## config.mk

```make
export PLATFORM = sky130hd
export DESIGN_NAME = proc_stream_loader
export DESIGN_NICKNAME = d
export VERILOG_FILES = /design/src/rtl/proc_stream_loader.sv
export SDC_FILE = /design/constraint.sdc
export NUM_CORES = 1
export LEC_CHECK = 0
export ABC_CLOCK_PERIOD_IN_PS = 8100
export BUFFER_PORTS_ARGS = -buffer_cell sky130_fd_sc_hd__buf_2
export CAP_MARGIN = 20
export CORE_ASPECT_RATIO = 1.1
export CORE_MARGIN = 4
export CORE_UTILIZATION = 40
export CTS_CLUSTER_DIAMETER = 60
export CTS_CLUSTER_SIZE = 14
export DETAILED_ROUTE_END_ITERATION = 8
export GPL_ROUTABILITY_DRIVEN = 0
export GPL_TIMING_DRIVEN = 1
export PLACE_DENSITY_LB_ADDON = 0.1
export SYNTH_ARGS = -nofsm -noshare
export SYNTH_HDL_FRONTEND = slang
export SYNTH_SLANG_ARGS = --single-unit
```

## constraint.sdc

```tcl
create_clock -name CLK -period 8.1 [get_ports CLK]
set_clock_uncertainty 0.05 [all_clocks]
set_input_delay 0 -clock CLK [delete_from_list [all_inputs] [get_ports CLK]]
set_output_delay 0 -clock CLK [all_outputs]
set_load 0.05 [all_outputs]
```

## src/rtl/proc_stream_loader.sv

```systemverilog
// proc_stream_loader
//   Host-side sequencer in front of top_processor. A single input stream is
//   written in order into the A data memory, B data memory and op memory
//   (N words each). It then holds start_o until the processor reports done,
//   and streams the output memory back out over a valid/ready interface.
//
// Ports
//   CLK, RST            clock, synchronous active-high reset
//   go_i, len_i         job request and job length N (1..DEPTH accepted)
//   busy_o              high whenever not idle
//   err_o               one-cycle pulse when a job request is rejected
//   done_o              one-cycle pulse after the last result handshake
//   s_data_i/s_valid_i/s_ready_o            input word stream
//   m_data_o/m_valid_o/m_ready_i/m_last_o   result word stream
//   data_o, addr_data_o                     A/B write data, A/B/out address
//   ena/wea_data_a_o, ena/wea_data_b_o      A and B memory strobes
//   ena/wea_data_o_o                        output memory strobes (read only)
//   op_o, addr_op_o, ena_op_o, wea_op_o     op memory write port
//   start_o, done_i                         processor handshake
//   rdata_i                                 output memory read data (1-cycle latency)

module proc_stream_loader #(
  parameter int DATA_WIDTH = 32,
  parameter int OP_WIDTH   = 4,
  parameter int ADDR_WIDTH = 10,
  parameter int DEPTH      = 1024
) (
  input  logic                  CLK,
  input  logic                  RST,
  input  logic                  go_i,
  input  logic [ADDR_WIDTH:0]   len_i,
  output logic                  busy_o,
  output logic                  err_o,
  output logic                  done_o,
  input  logic [DATA_WIDTH-1:0] s_data_i,
  input  logic                  s_valid_i,
  output logic                  s_ready_o,
  output logic [DATA_WIDTH-1:0] m_data_o,
  output logic                  m_valid_o,
  input  logic                  m_ready_i,
  output logic                  m_last_o,
  output logic [DATA_WIDTH-1:0] data_o,
  output logic [ADDR_WIDTH-1:0] addr_data_o,
  output logic                  ena_data_a_o,
  output logic                  wea_data_a_o,
  output logic                  ena_data_b_o,
  output logic                  wea_data_b_o,
  output logic                  ena_data_o_o,
  output logic                  wea_data_o_o,
  output logic [OP_WIDTH-1:0]   op_o,
  output logic [ADDR_WIDTH-1:0] addr_op_o,
  output logic                  ena_op_o,
  output logic                  wea_op_o,
  output logic                  start_o,
  input  logic                  done_i,
  input  logic [DATA_WIDTH-1:0] rdata_i
);

  typedef enum logic [2:0] {
    S_IDLE,
    S_LOAD_A,
    S_LOAD_B,
    S_LOAD_OP,
    S_RUN,
    S_RD_REQ,
    S_RD_WAIT,
    S_SEND
  } state_t;

  localparam logic [ADDR_WIDTH:0] MAX_LEN = (ADDR_WIDTH + 1)'(DEPTH);
  localparam logic [ADDR_WIDTH:0] IDX_ONE = (ADDR_WIDTH + 1)'(1);

  state_t                state;
  // One bit wider than the address so that N = DEPTH is representable.
  logic [ADDR_WIDTH:0]   idx;
  logic [ADDR_WIDTH:0]   n_len;
  logic [ADDR_WIDTH:0]   idx_inc;
  logic                  idx_last;
  logic                  len_ok;
  logic                  beat;

  always_comb begin
    idx_inc  = idx + IDX_ONE;
    idx_last = (idx == n_len - IDX_ONE);
    len_ok   = (len_i != '0) && (len_i <= MAX_LEN);
    beat     = s_valid_i && s_ready_o;
  end

  // The output memory is never written from this side.
  assign wea_data_o_o = 1'b0;

  always_ff @(posedge CLK) begin
    if (RST) begin
      state        <= S_IDLE;
      idx          <= '0;
      n_len        <= '0;
      busy_o       <= 1'b0;
      err_o        <= 1'b0;
      done_o       <= 1'b0;
      s_ready_o    <= 1'b0;
      m_data_o     <= '0;
      m_valid_o    <= 1'b0;
      m_last_o     <= 1'b0;
      data_o       <= '0;
      addr_data_o  <= '0;
      ena_data_a_o <= 1'b0;
      wea_data_a_o <= 1'b0;
      ena_data_b_o <= 1'b0;
      wea_data_b_o <= 1'b0;
      ena_data_o_o <= 1'b0;
      op_o         <= '0;
      addr_op_o    <= '0;
      ena_op_o     <= 1'b0;
      wea_op_o     <= 1'b0;
      start_o      <= 1'b0;
    end else begin
      // Pulses and memory strobes last exactly one cycle unless re-armed below.
      err_o        <= 1'b0;
      done_o       <= 1'b0;
      ena_data_a_o <= 1'b0;
      wea_data_a_o <= 1'b0;
      ena_data_b_o <= 1'b0;
      wea_data_b_o <= 1'b0;
      ena_data_o_o <= 1'b0;
      ena_op_o     <= 1'b0;
      wea_op_o     <= 1'b0;

      case (state)
        S_IDLE: begin
          if (go_i) begin
            if (len_ok) begin
              n_len     <= len_i;
              idx       <= '0;
              state     <= S_LOAD_A;
              busy_o    <= 1'b1;
              s_ready_o <= 1'b1;
            end else begin
              err_o <= 1'b1;
            end
          end
        end

        S_LOAD_A: begin
          if (beat) begin
            ena_data_a_o <= 1'b1;
            wea_data_a_o <= 1'b1;
            addr_data_o  <= idx[ADDR_WIDTH-1:0];
            data_o       <= s_data_i;
            if (idx_last) begin
              idx   <= '0;
              state <= S_LOAD_B;
            end else begin
              idx <= idx_inc;
            end
          end
        end

        S_LOAD_B: begin
          if (beat) begin
            ena_data_b_o <= 1'b1;
            wea_data_b_o <= 1'b1;
            addr_data_o  <= idx[ADDR_WIDTH-1:0];
            data_o       <= s_data_i;
            if (idx_last) begin
              idx   <= '0;
              state <= S_LOAD_OP;
            end else begin
              idx <= idx_inc;
            end
          end
        end

        S_LOAD_OP: begin
          if (beat) begin
            ena_op_o  <= 1'b1;
            wea_op_o  <= 1'b1;
            addr_op_o <= idx[ADDR_WIDTH-1:0];
            op_o      <= s_data_i[OP_WIDTH-1:0];
            if (idx_last) begin
              idx       <= '0;
              state     <= S_RUN;
              s_ready_o <= 1'b0;
              start_o   <= 1'b1;
            end else begin
              idx <= idx_inc;
            end
          end
        end

        S_RUN: begin
          // The read request for word 0 is issued on the same edge that
          // drops start_o, so RD_REQ already drives the read strobe.
          if (done_i) begin
            start_o      <= 1'b0;
            idx          <= '0;
            state        <= S_RD_REQ;
            ena_data_o_o <= 1'b1;
            addr_data_o  <= '0;
          end
        end

        S_RD_REQ: begin
          state <= S_RD_WAIT;
        end

        S_RD_WAIT: begin
          m_data_o  <= rdata_i;
          m_valid_o <= 1'b1;
          m_last_o  <= idx_last;
          state     <= S_SEND;
        end

        S_SEND: begin
          if (m_ready_i) begin
            m_valid_o <= 1'b0;
            m_last_o  <= 1'b0;
            if (idx_last) begin
              done_o <= 1'b1;
              busy_o <= 1'b0;
              idx    <= '0;
              state  <= S_IDLE;
            end else begin
              idx          <= idx_inc;
              state        <= S_RD_REQ;
              ena_data_o_o <= 1'b1;
              addr_data_o  <= idx_inc[ADDR_WIDTH-1:0];
            end
          end
        end

        default: state <= S_IDLE;
      endcase
    end
  end

endmodule
```

==> results.rst <==
.. list-table::
   :header-rows: 1

   * - Metric
     - Value
   * - Min Clock Period, post-route
     - 2.97 ns
   * - Post-CTS clock slew at the launch and capture registers of the worst setup and hold paths
     - about 0.050 ns
   * - Combinational group share of total power
     - 0.108
   * - Die H
     - about 130 um
   * - Number of CTS-inserted buffers
     - 17
   * - Top_reg_cell synth
     - dfxtp_1
   * - Data required time at the worst endpoint
     - approximately 8.4 ns
   * - Buffers from clock root to sink, at most
     - 2
   * - Sw frac
     - 0.234
   * - FP Rows
     - 44
   * - Hold Path Class
     - in2reg
   * - TritonRoute pass-1 iters
     - 4
   * - Placed wire-length estimate after detailed placement
     - 11100 um
   * - Gr usage total
     - 0.213
   * - Tightest Pin Transition
     - 0.881 ns
   * - Clock network power share
     - 0.486
   * - Crit path launch type
     - flip-flop
   * - Flop pwr share
     - 0.406
   * - Pin count of the biggest net entering global routing
     - 68
   * - TritonCTS clock tree
     - yes
   * - Count of flip-flops with a built-in enable after synthesis
     - 0
   * - Core area
     - 13400 um2
   * - Mapped Cells
     - 697
   * - Skew-Pair Late Insertion Delay
     - 0.41 ns
   * - Async SR Flop Fraction
     - 0
   * - Buffers inserted during post-CTS setup optimization
     - 0
   * - Power density cells
     - around 200 nW/um2
   * - Number of sinks driven by the clock tree
     - 124
   * - First-pass GRT wire length
     - 27800 um
   * - Element type at the critical path end
     - flip-flop
   * - Crit-path cells
     - inv_1 > ha_1 > and3_1 > or4_1 > o311a_2 > o211ai_4 > o31a_1 > o21ai_0 > a21oi_1
   * - Peak clock frequency supported by timing
     - 0.336 GHz
   * - Via count of the first global-routing pass
     - around 5600
   * - Total of warnings raised by yosys
     - 0
   * - Layout overhead on the synthesized area
     - 40.9%
   * - Iteration-0 DRC Markers
     - 298
   * - Synth Net Count
     - between 700 and 800
   * - Reported max-cap violation count
     - 0
   * - RSZ-0062 raised after global routing
     - false
   * - Die area
     - around 16000 um2
   * - H-Tree Depth
     - 4
   * - Final clock period utilization by the worst path
     - 0.367
   * - Count of unique library cells instantiated by Yosys
     - 66
   * - Number of antenna violations at the first check in global routing
     - 1
   * - Cell area after synthesis
     - 5530 um2
   * - Antenna-violating nets left
     - 0
   * - Worst slew margin relative to its limit
     - 0.409
   * - Clk root buf
     - clkbuf_16
   * - Area of the multi-input gates
     - 2710 um2
   * - Worst setup path class
     - reg2reg
   * - Proportion of synthesized chip area in sequential cells
     - 0.449
   * - Congestion Overflow GR
     - 0
   * - Kind of cell adding the most delay to the critical path
     - compound AO/OA/AOI/OAI gates
   * - Buffers on Ports
     - ~180
   * - Internal cell power
     - between 0.001 and 0.0015 W
   * - Leakage power figure
     - 3.15 nW
   * - Total power after layout
     - 0.00155 W
   * - Die width
     - 120 um
   * - Hold Vio Cnt, Final
     - 0
   * - Buf/Inv on CP
     - 1
   * - Sum of negative setup slack
     - 0 ns
   * - Post-synthesis area per instance
     - 7.93 um2
   * - Final count of negative-setup-slack endpoints
     - 0
   * - Crit path DAT
     - roughly 3.3 ns
   * - Starting Density
     - 0.413
   * - Total DRC errors in the routed layout
     - 0
   * - Register bit count reported by yosys
     - 124
   * - Peak VDD IR
     - around 0.12 mV
   * - Net switching power of the design
     - 0.000363 W
   * - Area used by sequential logic in the layout
     - 2480 um2
   * - Slew Limit Fails
     - 0
   * - Post-detailed-routing wire length
     - 16600 um
   * - Ratio of cells with drive above 1 in the final layout
     - 0.253
   * - Via/cell ratio
     - between 5 and 6
   * - Number of I/O pins
     - between 150 and 200
   * - Cell at the slowest stage of the critical path
     - o31a_1
   * - Largest stage delay on the critical path
     - ~0.6 ns
   * - Filler Cell Count
     - 1243
   * - Overall via count from detail_route
     - about 5700
   * - Nets
     - about 1000
   * - Average wire per cell in the routed design
     - 14.8 um
   * - Largest fanout of any net on the critical path
     - 18
   * - Result of the run
     - complete, no violations
[metal layers]
| layer | vias to the layer above | wire, um | GRT usage | share of wire |
|---|---|---|---|---|
| li1 | 2832 | - | - | - |
| met1 | 2622 | 7300 | 0.273 | 0.44 |
| met2 | 176 | 7910 | 0.346 | 0.48 |
| met3 | 23 | 1090 | 0.0567 | 0.066 |
| met4 | 0 | 285 | 0.0764 | 0.017 |
| met5 | - | 0 | 0 | 0 |
[cells in the mapped netlist (all sizes together) (3+ instances only)]
master / count / area (um2)
or3: 14 / 87.6
clkbuf: 41 / 184
nor4: 9 / 92.6
nor2: 33 / 124
inv: 7 / 26.3
and3: 9 / 57.6
or4: 4 / 30.0
xnor2: 5 / 43.8
buf: 15 / 111
a22oi: 4 / 30.0
nand2b: 4 / 25.0
o31ai: 3 / 36.3
nand2: 184 / 691
or2: 3 / 18.8
o31a: 3 / 28.8
dfxtp: 124 / 2480
nor3: 17 / 90.1
mux2i: 11 / 110
and2: 3 / 18.8
o21ai: 23 / 115
a31oi: 13 / 87.6
nor2b: 4 / 25.0
or2b: 3 / 23.8
a21oi: 104 / 521
nand3: 22 / 110
nand3b: 5 / 37.5
[worst register-to-register path, cell delays in order (launching register included)]
cell and delay, ns:
dfxtp_1 0.41, inv_1 0.07, ha_1 0.29, and3_1 0.22, or4_1 0.46, o311a_2 0.16, o211ai_4 0.27, o31a_1 0.60
o21ai_0 0.21, a21oi_1 0.17
[cells by family after synthesis]
| family | share of synthesized area |
|---|---|
| XOR/XNOR | 0.0111 |
| buffers and inverters | 0.0618 |
| AO/OA/AOI/OAI | 0.184 |
| multiplexers | 0.0199 |
| adder cells (fa/ha/maj) | 0.00815 |
| flip-flops | 0.449 |
| other | 0.000678 |
| AND/OR/NAND/NOR | 0.266 |
[state kept, by name (all words and copies together) (netlist names), 3 cells and up]
signal and count:
addr_data_o 10, n_len 11, addr_op_o 10, op_o 4
state 3, data_o 32, m_data_o 32, idx 11
[what timing repair did]
item	CTS	global route
hold buffers	78	0
endpoints found under the setup margin	0	0
endpoints found under the hold margin	87	0
resized for setup	0	0
[final cells by class]
cell class / instances / share of cell area
antenna: 1 / 0.000321
inverter: 7 / 0.00337
timing repair buffer: 265 / 0.223
multi-input combinational: 508 / 0.348
clock buffer: 25 / 0.0662
sequential: 124 / 0.319
clock inverter: 6 / 0.0106
tap: 184 / 0.0295
[final timing paths]
| kind | startpoint | endpoint | slack, ns | cells after the start |
|---|---|---|---|---|
| max | n_len[0]$_SDFFE_PP0P_ | idx[9]$_SDFFE_PP0P_ | 5.13 | 9 |
| min reg2reg | data_o[12]$_SDFFE_PP0P_ | data_o[12]$_SDFFE_PP0P_ | 0.40 | 2 |
| min | RST | m_data_o[5]$_SDFFE_PP0P_ | 0.04 | 2 |
| max reg2reg | n_len[0]$_SDFFE_PP0P_ | idx[9]$_SDFFE_PP0P_ | 5.13 | 9 |
[power by group through the flow]
| stage | Combinational [W] | Sequential, W | Clock [W] |
|---|---|---|---|
| after floorplan | 0.0000863 | 0.000657 | 0 |
| after global placement | 0.000134 | 0.000644 | 0 |
| after detailed placement | 0.000137 | 0.000644 | 0 |
| after CTS | 0.000166 | 0.000631 | 0.000776 |
| after global routing | 0.000184 | 0.000633 | 0.000803 |
| final | 0.000168 | 0.000631 | 0.000755 |
[metrics by stage]
step	hold WS [ns]	cells	setup WS (ns)	instance area, um2	util
after floorplan	0.0661	697	5.47	5530	-
after global placement	0.190	1009	5.25	6390	0.478
after detailed placement	0.196	1009	5.14	6390	0.478
after CTS	0.0454	1118	5.12	7770	0.581
after global routing	0.0717	1120	4.90	7790	0.582
final	0.0440	1120	5.13	7790	0.582
[cells in the final DEF (no fill, tap or decap), types with 2 or more instances in the layout]
cell type      netlist  routed
buf_2                5     181
and2_1               3       3
or2b_1               2       2
and3_1               8       8
inv_1                7       7
dfxtp_1            124     124
nor4_1               6       6
mux2i_1             11      11
ha_1                 2       2
dlygate4sd3_1        1      78
xor2_1               2       2
o21ai_0             15      15
nor3_1              16      15
a22oi_1              4       4
clkbuf_16            0      17
nand3b_1             5       5
nor2_1              33      32
a31oi_1             12      12
o31a_2               2       2
o21ai_1              8       8
nor2b_1              4       4
bufinv_16            0       2
or3_1               14      14
buf_4                7       5
nand3_1             22      22
nor4_4               2       2
or2_2                2       2
clkinv_2             0       3
nand2b_1             4       4
a211oi_1             2       2
clkbuf_8             3       6
xnor2_1              5       5
or4_1                4       4
clkbuf_1            38       2
a21oi_1            104     104
o31ai_1              2       2
nor3_2               1       2
nand2_1            184     184
Power figures use the tool's default switching activity.
